**src/rtl/jk_bank_if.sv**
```systemverilog
// Handshake and bank-side signals between a controller, jk_bank_driver and
// an external JK flip-flop bank.
interface jk_bank_if #(
  parameter int WIDTH     = 4,
  parameter int MAX_RETRY = 2
);
  localparam int RW = (MAX_RETRY > 0) ? $clog2(MAX_RETRY + 1) : 1;

  logic             in_valid;
  logic             in_ready;
  logic [WIDTH-1:0] target;
  logic [WIDTH-1:0] j_out;
  logic [WIDTH-1:0] k_out;
  logic [WIDTH-1:0] q_in;
  logic             busy;
  logic             done;
  logic             err;
  logic [RW-1:0]    retry_cnt;

  // master: controller plus bank; slave: the driver block
  modport master (
    output in_valid, target, q_in,
    input  in_ready, j_out, k_out, busy, done, err, retry_cnt
  );

  modport slave (
    input  in_valid, target, q_in,
    output in_ready, j_out, k_out, busy, done, err, retry_cnt
  );
endinterface

```
**src/rtl/jk_bank_driver.sv**
```systemverilog
// Drives J/K of an external JK bank toward a requested word: one-cycle drive,
// one-cycle readback check, bounded retries, done/err pulse.
module jk_bank_driver #(
  parameter int WIDTH     = 4,
  parameter int MAX_RETRY = 2
) (
  input logic     clk,
  input logic     rst_n,
  jk_bank_if.slave bus
);
  localparam int RW = (MAX_RETRY > 0) ? $clog2(MAX_RETRY + 1) : 1;

  localparam logic [1:0] IDLE  = 2'd0;
  localparam logic [1:0] DRIVE = 2'd1;
  localparam logic [1:0] CHECK = 2'd2;

  logic [1:0]       state_q, state_d;
  logic [WIDTH-1:0] tgt_q, tgt_d;
  logic [WIDTH-1:0] j_q, j_d, k_q, k_d;
  logic [RW-1:0]    rc_q, rc_d;
  logic             done_q, done_d, err_q, err_d;
  logic             live_q;
  logic             accept;

  // live_q keeps in_ready low until the first edge after reset release
  assign accept = (state_q == IDLE) && live_q && bus.in_valid;

  always_comb begin
    state_d = state_q;
    tgt_d   = tgt_q;
    rc_d    = rc_q;
    j_d     = '0;
    k_d     = '0;
    done_d  = 1'b0;
    err_d   = 1'b0;
    case (state_q)
      IDLE: begin
        if (accept) begin
          tgt_d   = bus.target;
          rc_d    = '0;
          j_d     = bus.target & ~bus.q_in;
          k_d     = ~bus.target & bus.q_in;
          state_d = DRIVE;
        end
      end
      DRIVE: state_d = CHECK;
      CHECK: begin
        if (bus.q_in == tgt_q) begin
          done_d  = 1'b1;
          state_d = IDLE;
        end else if (rc_q < RW'(MAX_RETRY)) begin
          rc_d    = rc_q + 1'b1;
          j_d     = tgt_q & ~bus.q_in;
          k_d     = ~tgt_q & bus.q_in;
          state_d = DRIVE;
        end else begin
          err_d   = 1'b1;
          state_d = IDLE;
        end
      end
      default: state_d = IDLE;
    endcase
  end

  always_ff @(posedge clk or negedge rst_n) begin
    if (!rst_n) begin
      state_q <= IDLE;
      tgt_q   <= '0;
      rc_q    <= '0;
      j_q     <= '0;
      k_q     <= '0;
      done_q  <= 1'b0;
      err_q   <= 1'b0;
      live_q  <= 1'b0;
    end else begin
      state_q <= state_d;
      tgt_q   <= tgt_d;
      rc_q    <= rc_d;
      j_q     <= j_d;
      k_q     <= k_d;
      done_q  <= done_d;
      err_q   <= err_d;
      live_q  <= 1'b1;
    end
  end

  assign bus.in_ready  = live_q && (state_q == IDLE);
  assign bus.busy      = (state_q != IDLE);
  assign bus.j_out     = j_q;
  assign bus.k_out     = k_q;
  assign bus.done      = done_q;
  assign bus.err       = err_q;
  assign bus.retry_cnt = rc_q;
endmodule

```
**src/flat_wrapper.sv**
```systemverilog
// flat-port wrapper written by rule: the top's interface ports become plain ports
module jk_bank_driver_flat 
#(
  parameter int WIDTH     = 4,
  parameter int MAX_RETRY = 2
)
  (clk, rst_n, bus_in_valid, bus_target, bus_q_in, bus_in_ready, bus_j_out, bus_k_out, bus_busy, bus_done, bus_err, bus_retry_cnt);
  jk_bank_if #(.WIDTH(WIDTH), .MAX_RETRY(MAX_RETRY)) bus_i ();
  input logic clk;
  input logic rst_n;
  input wire logic [$bits(bus_i.in_valid)-1:0] bus_in_valid;
  input wire logic [$bits(bus_i.target)-1:0] bus_target;
  input wire logic [$bits(bus_i.q_in)-1:0] bus_q_in;
  output wire logic [$bits(bus_i.in_ready)-1:0] bus_in_ready;
  output wire logic [$bits(bus_i.j_out)-1:0] bus_j_out;
  output wire logic [$bits(bus_i.k_out)-1:0] bus_k_out;
  output wire logic [$bits(bus_i.busy)-1:0] bus_busy;
  output wire logic [$bits(bus_i.done)-1:0] bus_done;
  output wire logic [$bits(bus_i.err)-1:0] bus_err;
  output wire logic [$bits(bus_i.retry_cnt)-1:0] bus_retry_cnt;
  assign bus_i.in_valid = bus_in_valid;
  assign bus_i.target = bus_target;
  assign bus_i.q_in = bus_q_in;
  assign bus_in_ready = bus_i.in_ready;
  assign bus_j_out = bus_i.j_out;
  assign bus_k_out = bus_i.k_out;
  assign bus_busy = bus_i.busy;
  assign bus_done = bus_i.done;
  assign bus_err = bus_i.err;
  assign bus_retry_cnt = bus_i.retry_cnt;
  jk_bank_driver #(.WIDTH(WIDTH), .MAX_RETRY(MAX_RETRY)) u_core (.clk(clk), .rst_n(rst_n), .bus(bus_i));
endmodule
```
**config.mk**
```make
export PLATFORM = sky130hd
export DESIGN_NAME = jk_bank_driver_flat
export DESIGN_NICKNAME = d
export VERILOG_FILES = /design/src/rtl/jk_bank_if.sv /design/src/rtl/jk_bank_driver.sv /design/src/flat_wrapper.sv
export SDC_FILE = /design/constraint.sdc
export NUM_CORES = 1
export LEC_CHECK = 0
export ABC_AREA = 0
export CORE_MARGIN = 5
export CORE_UTILIZATION = 55
export CTS_CLUSTER_DIAMETER = 200
export CTS_CLUSTER_SIZE = 12
export DETAILED_ROUTE_END_ITERATION = 10
export DONT_BUFFER_PORTS = 1
export HOLD_SLACK_MARGIN = 0.08
export PLACE_DENSITY_LB_ADDON = 0.08
export SYNTH_ARGS = -nofsm -noshare
export SYNTH_HDL_FRONTEND = slang
export SYNTH_SLANG_ARGS = --single-unit
```
**constraint.sdc**
```tcl
create_clock -name clk -period 2 [get_ports clk]
set_clock_uncertainty 0.05 [all_clocks]
set_input_delay 0.3 -clock clk [delete_from_list [all_inputs] [get_ports clk]]
set_output_delay 0.3 -clock clk [all_outputs]
set_load 0.02 [all_outputs]
```
==> reports/results.ini <==
[die]
io_pins=25
dieArea_mm2=0.00254
die_y_um=50.4
rows=14
core_area_mm2=0.00152
die_w_um=50.4
start_util_pct=58.9

[detailed_routing]
wirelength_um=1450
vias_per_cell=5.44
drc=0
antenna_left=0
firstDrtPassIters=4
vias=533
drtIter0Drc=18
wl_per_cell_um=14.8

[sta]
setup_viol=0
report.final.slew_viol_count=0
rsz0062_at_grt=no
worst_slew_pin_slew_ns=0.812
fmax_ghz=0.549
relSlewSlack_pct=45.7
tns_ns=0
fin_crit_sh_pct=91.1
period_needed_ns=1.82
finalHoldViolations=0

[placement]
dp_hpwl_um=1060
placement.io_buffers=0
routabilityCongestion=0.747
placed_cell_area_um2=913

[worst_setup_path]
path_delay_family=simple AND/OR/NAND/NOR gates
rrSetupSlack_ns=0.35
worstPathArrival_ns=1.47
reg2reg_from=u_core.tgt_q[3]
cp-start-kind=register
crit_required_ns=1.65
worst-setup-path-type=reg2out
end_kind=primary output
worst_path_max_delay_cell=dfrtp_1
crit_chain=or2_2 > nor2_1
path_buf_inv=0
rr_worst_depth=4
r2r-end=u_core.bus.retry_cnt[0]
critPathMaxStageDelay_ns=0.46
cp_max_fo=6

[yosys]
yosysTopAreaCell=dfrtp_1
synth-main-ff-cell=dfrtp_1
ys_warn_count=0
synth_edf_count=0
ys_types=22
ys_async_sr_fraction_pct=100
syn_inst=74
syn_area_um2=897
syn_avg_cell_area_um2=12.1
ys_seq_elements=19
syn_nets=93
synth_top_area_share_pct=53.0
synth_area_leaders=dfrtp_1 (53%), ha_1 (11%), a32o_1 (8.9%)
seq_area_frac_synth_pct=53.0

[final_layout]
final_layout_size_suffix_gt1_share_pct=13.4
nFillCells=118
num_antenna_cells=0
nNetsFinal=102
final_cell_area_um2=980
final_core_util_pct=64.3
area_delta_synth_final_pct=9.21

[clocking]
cts_tree=done
clock_sinks=19
clk_latency_ns=0.28
root_buffer=clkbuf_4
ctsHtreeMaxLevel=1
cts_buffer_depth=2
cts_buffers=3
clk_pin_slew_ns=0.10
cts_setup_buffers=0

[status]
status=completed

[global_route]
first_global_vias=510
antenna_found_initial=0
grt_max_degree=20
grt_pass1_wl_um=2220
grt_overflow_total=0
track_usage_pct=11.3

[worst_hold_path]
min_path_cells=2
hp-start=bus_target[2]
min_path_type=in2reg
hold_end=u_core.tgt_q[2]

[power]
leakagePower_nw=0.505
cellPowerDensity_mw_per_mm2=1200
irDropWorstVdd_mv=0.658

[run]
maxCapViolations=0

## worst max-delay path by stage
stage	start	to	slack, ns	cells past startpoint
finish	u_core.state_q[1]	bus_in_ready	0.18	2
CTS	u_core.state_q[1]	bus_in_ready	0.17	2
global route	u_core.state_q[1]	bus_in_ready	0.11	2
detailed placement	u_core.tgt_q[2]	u_core.bus.retry_cnt[0]	0.37	4
global placement	u_core.tgt_q[2]	u_core.bus.retry_cnt[0]	0.39	4
floorplan	u_core.tgt_q[0]	u_core.bus.retry_cnt[0]	0.39	4
## repair_timing
item                      4_1_cts  5_1_grt
hold buffers                    3        1
hold endpoints to repair       21        1
resized for setup               0        0
## metrics by stage
stage	hold slack (ns)	std cells	setup WS, ns	total power, mW
after floorplan	-0.0456	74	0.394	0.911
after global placement	-0.0451	90	0.392	0.979
after detailed placement	-0.0451	90	0.373	0.987
after CTS	0.0800	97	0.170	1.19
after global routing	0.109	98	0.115	1.25
final	0.114	98	0.177	1.18
## power by group
part	leakage (nW)	internal, mW	switching [mW]
clock network	0.0150	0.0773	0.109
registers	0.252	0.488	0.144
logic	0.238	0.172	0.185
total	0.505	0.737	0.439
## synth_stat cells (3+ instances only)
cell / instances
nor2_1: 3
dfrtp_1: 19
o21ai_0: 4
nand2_1: 4
inv_1: 13
ha_1: 8
a32o_1: 8
## cell families after synthesis
logic type	count (synthesis)	synth area share [%]
fa+ha+maj	8	11.2
simple gates	17	13.9
buf+inv	15	7.53
compound gates	12	11.2
mux	2	2.79
other cells	1	0.418
flops	19	53.0
## state kept, by name, indices dropped and copies added, names as in the netlist
signal / cells
u_core.bus.k_out: 4
u_core.bus.err: 1
u_core.bus.j_out: 4
u_core.state_q: 2
u_core.bus.done: 1
u_core.live_q: 1
u_core.bus.retry_cnt: 2
u_core.tgt_q: 4
## cell type report
type	count	area, um^2	share of cell area (%)
Clock buffer	4	26.3	2.68
Inverter	13	48.8	4.98
Multi-Input combinational cell	40	354	36.1
Sequential cell	19	475	48.5
Tap cell	16	20.0	2.04
Timing Repair Buffer	6	55.1	5.62
## layout by cell type (no fill, tap or decap), types with 2 or more instances in the layout
cell           instances
clkbuf_4               3
nand2_1                4
o21ai_0                4
a32o_1                 8
nor2_1                 3
inv_1                 13
buf_4                  2
dlygate4sd3_1          4
dfrtp_1               19
ha_1                   8
## per-layer routing
metal / track usage, % / routed length (um) / vias to the layer above
li1: - / - / 265
met5: 0 / 0 / -
met1: 15.0 / 665 / 249
met3: 3.85 / 127 / 2
met2: 17.4 / 641 / 17
met4: 3.83 / 16 / 0
Power figures use the tool's default switching activity.
